<file path="config.mk">
export PLATFORM = sky130hd
export DESIGN_NAME = cycle_ctrl
export DESIGN_NICKNAME = d
export VERILOG_FILES = /design/src/rtl/ctrl_pkg.sv /design/src/rtl/mem_wdog.sv /design/src/rtl/cycle_ctrl.sv
export SDC_FILE = /design/constraint.sdc
export NUM_CORES = 1
export LEC_CHECK = 0
export CAP_MARGIN = 40
export CORE_ASPECT_RATIO = 0.5
export CORE_MARGIN = 4
export CORE_UTILIZATION = 40
export CTS_CLUSTER_SIZE = 10
export DETAILED_ROUTE_END_ITERATION = 6
export DONT_BUFFER_PORTS = 1
export PLACE_DENSITY_LB_ADDON = 0.15
export SLEW_MARGIN = 15
export SYNTH_ARGS = -nofsm -noshare
export SYNTH_HDL_FRONTEND = slang
export SYNTH_SLANG_ARGS = --single-unit
</file>
<file path="constraint.sdc">
create_clock -name clk -period 1.91 [get_ports clk]
set_input_delay 0.4775 -clock clk [delete_from_list [all_inputs] [get_ports clk]]
set_output_delay 0.4775 -clock clk [all_outputs]
set_load 0.02 [all_outputs]
</file>
<file path="src/rtl/ctrl_pkg.sv">
// Shared encodings for the multi-cycle sequencer: state codes, PC source
// selects and trap causes.
package ctrl_pkg;

    localparam int unsigned STATE_W   = 3;
    localparam int unsigned PC_SEL_W  = 2;
    localparam int unsigned MCAUSE_W  = 4;
    localparam int unsigned CSR_OP_W  = 8;
    localparam int unsigned INSTRET_W = 32;

    typedef enum logic [STATE_W-1:0] {
        ST_FETCH  = 3'd0,
        ST_DECODE = 3'd1,
        ST_EXEC   = 3'd2,
        ST_MEM    = 3'd3,
        ST_WB     = 3'd4,
        ST_TRAP   = 3'd5
    } state_e;

    localparam logic [PC_SEL_W-1:0] PC_SEL_SEQ  = 2'b00;
    localparam logic [PC_SEL_W-1:0] PC_SEL_JUMP = 2'b01;
    localparam logic [PC_SEL_W-1:0] PC_SEL_TRAP = 2'b10;
    localparam logic [PC_SEL_W-1:0] PC_SEL_MEPC = 2'b11;

    localparam logic [MCAUSE_W-1:0] MCAUSE_IFAULT  = 4'd1;
    localparam logic [MCAUSE_W-1:0] MCAUSE_ILLEGAL = 4'd2;
    localparam logic [MCAUSE_W-1:0] MCAUSE_BREAK   = 4'd3;
    localparam logic [MCAUSE_W-1:0] MCAUSE_LFAULT  = 4'd5;
    localparam logic [MCAUSE_W-1:0] MCAUSE_SFAULT  = 4'd7;
    localparam logic [MCAUSE_W-1:0] MCAUSE_ECALL   = 4'd11;

endpackage

</file>
<file path="src/rtl/mem_wdog.sv">
// Memory-request watchdog: counts unacknowledged request cycles and flags
// when the count reaches TIMEOUT.
module mem_wdog #(
    parameter int unsigned TIMEOUT = 15
) (
    input  logic clk,
    input  logic rst_n,
    input  logic clr_i,
    input  logic inc_i,
    output logic expired_c
);

    localparam int unsigned CNT_W = $clog2(TIMEOUT + 1);

    logic [CNT_W-1:0] cnt_q;
    logic [CNT_W-1:0] cnt_d;

    always_comb begin
        cnt_d = cnt_q;
        if (clr_i) begin
            cnt_d = '0;
        end else if (inc_i) begin
            cnt_d = cnt_q + CNT_W'(1);
        end
    end

    always_ff @(posedge clk or negedge rst_n) begin
        if (!rst_n) begin
            cnt_q <= '0;
        end else begin
            cnt_q <= cnt_d;
        end
    end

    assign expired_c = (cnt_q == CNT_W'(TIMEOUT));

endmodule

</file>
<file path="src/rtl/cycle_ctrl.sv">
// Multi-cycle fetch/decode/execute/memory/writeback sequencer with trap
// handling, memory watchdog and retired-instruction counter.
module cycle_ctrl
    import ctrl_pkg::*;
#(
    parameter int unsigned MEM_TIMEOUT = 15
) (
    input  logic                  clk,
    input  logic                  rst_n,
    input  logic                  mem_ack_n,
    input  logic                  inst_valid_n,
    input  logic                  load_n,
    input  logic                  store_n,
    input  logic                  gpr_we_n,
    input  logic [CSR_OP_W-1:0]   csr_op_n,
    input  logic                  jump_n,
    output logic                  mem_req_n,
    output logic                  mem_wr_n,
    output logic                  addr_sel,
    output logic                  ir_le_n,
    output logic                  pc_le_n,
    output logic [PC_SEL_W-1:0]   pc_sel,
    output logic                  gpr_wr_n,
    output logic                  csr_wr_n,
    output logic                  mepc_le_n,
    output logic [MCAUSE_W-1:0]   mcause,
    output logic [STATE_W-1:0]    state,
    output logic [INSTRET_W-1:0]  instret
);

    state_e                 state_q, state_d;
    logic [MCAUSE_W-1:0]    mcause_q, mcause_d;
    logic [INSTRET_W-1:0]   instret_q, instret_d;
    logic                   wdog_expired_c;
    logic                   req_state_c;
    logic                   unused_csr_bits;

    assign unused_csr_bits = csr_op_n[7] ^ csr_op_n[0];
    assign req_state_c     = (state_q == ST_FETCH) || (state_q == ST_MEM);

    // Counter restarts on every state change, so it is zero on entry to FETCH/MEM.
    mem_wdog #(
        .TIMEOUT (MEM_TIMEOUT)
    ) u_wdog (
        .clk       (clk),
        .rst_n     (rst_n),
        .clr_i     (state_d != state_q),
        .inc_i     (req_state_c && mem_ack_n),
        .expired_c (wdog_expired_c)
    );

    always_comb begin
        state_d   = state_q;
        mcause_d  = mcause_q;
        instret_d = instret_q;
        case (state_q)
            ST_FETCH: begin
                if (!mem_ack_n) begin
                    state_d = ST_DECODE;
                end else if (wdog_expired_c) begin
                    state_d  = ST_TRAP;
                    mcause_d = MCAUSE_IFAULT;
                end
            end
            ST_DECODE: begin
                if (inst_valid_n) begin
                    state_d  = ST_TRAP;
                    mcause_d = MCAUSE_ILLEGAL;
                end else if (!csr_op_n[6]) begin
                    state_d  = ST_TRAP;
                    mcause_d = MCAUSE_ECALL;
                end else if (!csr_op_n[5]) begin
                    state_d  = ST_TRAP;
                    mcause_d = MCAUSE_BREAK;
                end else if (!csr_op_n[4]) begin
                    state_d = ST_FETCH;
                end else begin
                    state_d = ST_EXEC;
                end
            end
            ST_EXEC: begin
                state_d = (!load_n || !store_n) ? ST_MEM : ST_WB;
            end
            ST_MEM: begin
                if (!mem_ack_n) begin
                    state_d = ST_WB;
                end else if (wdog_expired_c) begin
                    state_d  = ST_TRAP;
                    mcause_d = store_n ? MCAUSE_LFAULT : MCAUSE_SFAULT;
                end
            end
            ST_WB: begin
                state_d   = ST_FETCH;
                instret_d = instret_q + INSTRET_W'(1);
            end
            default: begin
                state_d = ST_FETCH;
            end
        endcase
    end

    always_ff @(posedge clk or negedge rst_n) begin
        if (!rst_n) begin
            state_q   <= ST_FETCH;
            mcause_q  <= '0;
            instret_q <= '0;
        end else begin
            state_q   <= state_d;
            mcause_q  <= mcause_d;
            instret_q <= instret_d;
        end
    end

    // Strobes are forced idle while reset is asserted so a pending request drops at once.
    always_comb begin
        mem_req_n = 1'b1;
        mem_wr_n  = 1'b1;
        addr_sel  = 1'b0;
        ir_le_n   = 1'b1;
        pc_le_n   = 1'b1;
        pc_sel    = PC_SEL_SEQ;
        gpr_wr_n  = 1'b1;
        csr_wr_n  = 1'b1;
        mepc_le_n = 1'b1;
        if (rst_n) begin
            case (state_q)
                ST_FETCH: begin
                    mem_req_n = 1'b0;
                    ir_le_n   = mem_ack_n;
                end
                ST_DECODE: begin
                    if (!inst_valid_n && csr_op_n[6] && csr_op_n[5] && !csr_op_n[4]) begin
                        pc_sel  = PC_SEL_MEPC;
                        pc_le_n = 1'b0;
                    end
                end
                ST_MEM: begin
                    mem_req_n = 1'b0;
                    addr_sel  = 1'b1;
                    mem_wr_n  = store_n;
                end
                ST_WB: begin
                    gpr_wr_n = gpr_we_n;
                    csr_wr_n = &csr_op_n[3:1];
                    pc_le_n  = 1'b0;
                    pc_sel   = jump_n ? PC_SEL_SEQ : PC_SEL_JUMP;
                end
                ST_TRAP: begin
                    mepc_le_n = 1'b0;
                    pc_le_n   = 1'b0;
                    pc_sel    = PC_SEL_TRAP;
                end
                default: begin
                end
            endcase
        end
    end

    assign state   = state_q;
    assign mcause  = mcause_q;
    assign instret = instret_q;

endmodule

</file>
==> metrics.csv <==
metric,value,unit
status,finished with violations,
failing_checks,negative setup slack,
synth_seq_area_share,49.3,%
worst_setup_path_start_kind,flip-flop,
dominantRegCellSynth,dfrtp_1,
drc,0,
drt_pass_1_iters,4,
first_global_vias,1744,
min_path_type,primary input to async pin,
cts-htree-levels,2,
coreArea,0.00509,mm2
route.vias.total,1703,
globalRouteTotalUtil,15.8,%
dpl.cell_count,305,
layout-drive-gt1-share,25.4,%
start_util,42.9,%
synthesis.area,0.00218,mm2
setup_ws,-0.0329,ns
final-setup-viol-count,1,
ios,65,
area.growth.synth_to_final,25.6,%
fmaxAchievable,515,MHz
crit_path_start,state[1]$_DFF_PN0_,
floorplan.die.height,60.3,um
yosys.cell_types.count,38,
timing.critical_path.arrival,1.47,ns
timing.critical_path.required,1.43,ns
drtAntennaViolNets,0,
static-leakage-power,1.26,nW
globalRouteOverflowTotal,0,
power_per_cell_area,1020,mW/mm2
numCtsBuffers,5,
cts_tree,done,
relSlewSlack,67.0,%
reg2reg_depth,6,
reg2reg_setup_slack,0.08,ns
hold_slack,0.0130,ns
layoutNonFillerInstCount,318,
routedWlPerCell,15.8,um
placement.setup.worst_slack,0.102,ns
synthArstFlopShare,100,%
dieWidth,113,um
initialDrtViolationCount,77,
largest_net_degree_at_the_start_of_global_routing,44,
syn-mean-instance-area,10.5,um2
postSynthCellCount,209,
drt-total-wl,5020,um
detail_route.vias_per_cell,5.36,
worstSetupPathType,flip-flop to output pin,
die-area,0.00678,mm2
final-max-slew-violation-count,0,
placement_rows,18,
cts.sink_count,43,
total_of_flip_flops_plus_latches_after_synthesis,43,
path_clk_slew,0.09,ns
max_cap_viol_count,0,
globalplace.congestion,0.748,
timing.final.crit_period,1.94,ns
synth.net_count,227,
post-dp-hpwl,3410,um
timing_worst_slew_pin_value,0.489,ns
net_total_in_the_final_layout,265,
yosysWarnings,0,
insertedDiodeCount,0,
synth-edff-count,0,
fin_worst_skew,0.00657,ns
crit_path_max_fanout,7,
finalCoreUtilization,53.9,%
antenna_found_initial,0,
crit-reg2reg-launch,state[1]$_DFF_PN0_,
clk_root_buffer_cell,clkbuf_8,
worst_ir_drop_vdd,583,uV
rsz0062_at_grt,yes,
clkLatencyLatePin,0.29,ns
final_report_hold_violation_count,0,
place.port_buffers,0,
clk_path_buf_depth,2,
grt_pass1_wl,8460,um
worst_setup_path_end_kind,output pin,
min_period_over_period,102,%
[stage by stage]
stage          total power, mW  TNS [ns]  instance area [um2]
5_1_grt                   2.99    -0.436                 2740
4_1_cts                   2.82   -0.0527                 2740
3_3_place_gp              2.07         0                 2510
6_report                  2.81   -0.0329                 2740
2_1_floorplan             1.79   -0.0855                 2190
3_5_place_dp              2.09         0                 2510
[logic make-up (layout without fill, tap and decap cells)]
group           count (synthesis)  in the layout  synth area share (%)
flops                          43             43                  49.3
mux                             2              2                 0.974
simple gates                  100            100                  27.0
compound gates                 15             15                  4.47
buf+inv                        12             51                  3.15
fa+ha+maj                       2              2                  1.15
xor+xnor                       35             35                  14.0
[cells in the mapped netlist, types with 2 or more instances]
| master | n | share of area, % |
|---|---|---|
| clkbuf_1 | 4 | 0.69 |
| a21oi_1 | 5 | 1.1 |
| and3_1 | 8 | 2.3 |
| nor3b_1 | 2 | 0.69 |
| nand2b_1 | 2 | 0.57 |
| nand3b_1 | 4 | 1.4 |
| nor4_4 | 2 | 1.9 |
| inv_1 | 4 | 0.69 |
| nor2_1 | 6 | 1.0 |
| dfrtp_1 | 43 | 49 |
| nand3_1 | 20 | 4.6 |
| buf_6 | 3 | 1.5 |
| nand4_2 | 2 | 1.1 |
| nor2b_1 | 3 | 0.86 |
| ha_1 | 2 | 1.1 |
| nand4_1 | 13 | 3.7 |
| xnor2_1 | 29 | 12 |
| xor2_1 | 6 | 2.4 |
| nor3_1 | 9 | 2.1 |
| nand2_1 | 19 | 3.3 |
| o21ai_0 | 3 | 0.69 |
| or2b_1 | 2 | 0.69 |
| and2_1 | 3 | 0.86 |
[flip-flops by register name, indices dropped and copies added, names as in the netlist]
register      flops
mcause            4
u_wdog.cnt_q      4
instret          32
state             3
[cell type report]
class,instances,area (um2)
Fill cell,462,2350
Multi-Input combinational cell,154,1100
Sequential cell,43,1080
Timing Repair Buffer,39,379
Tap cell,70,87.6
Clock buffer,6,72.6
Inverter,4,15.0
Clock inverter,2,12.5
[critical path, cell delays in order (launching register included)]
cell      delay (ns)
dfrtp_1         0.41
buf_12          0.16
nand2b_4        0.14
or4_4           0.46
[power by group]
| group | switching (mW) | leakage [nW] | internal (mW) |
|---|---|---|---|
| registers | 0.126 | 0.584 | 1.02 |
| logic | 0.588 | 0.636 | 0.501 |
| clock network | 0.317 | 0.0412 | 0.256 |
| total | 1.03 | 1.26 | 1.78 |
[metal layers]
metal / GRT usage, % / up-vias / share of wire (%) / routed length [um]
met5: 0 / - / 0 / 0
met4: 3.60 / 0 / 0.50 / 25
met3: 5.86 / 2 / 6.8 / 343
met2: 27.6 / 49 / 49 / 2440
met1: 19.0 / 844 / 44 / 2210
li1: - / 808 / - / -
[cells in the final DEF (no fill, tap or decap), types with 2 or more instances in the layout]
cell type and count:
and2_1 3, nor2b_1 2, nand4_1 13, nor3_1 9, a21oi_1 3, nand3_1 20
dfrtp_1 42, o21ai_0 2, inv_1 4, a21oi_4 2, nand4_2 2, ha_1 2
xnor2_1 29, buf_12 3, or2b_1 2, nor4_4 2, nand3b_1 4, buf_4 33
nand2_1 18, and3_1 8, clkbuf_8 5, xor2_1 6, nor2_1 5
[worst paths after layout]
check	to
max	ir_le_n
min	instret[29]$_DFFE_PN0N_
max reg2reg	instret[31]$_DFFE_PN0N_
min reg2reg	instret[0]$_DFFE_PN0N_
max in group asynchronous	state[0]$_DFF_PN0_
min in group clk	mcause[0]$_DFFE_PN0P_
[repair_timing]
action	CTS	global route
buffers inserted	3	0
gates cloned	1	0
endpoints found under the hold margin	43	0
hold buffers	1	0
gates resized for setup	14	2
pin swaps	3	3
endpoints found under the setup margin	8	10
Note: power is estimated with default switching activity, not from simulation.
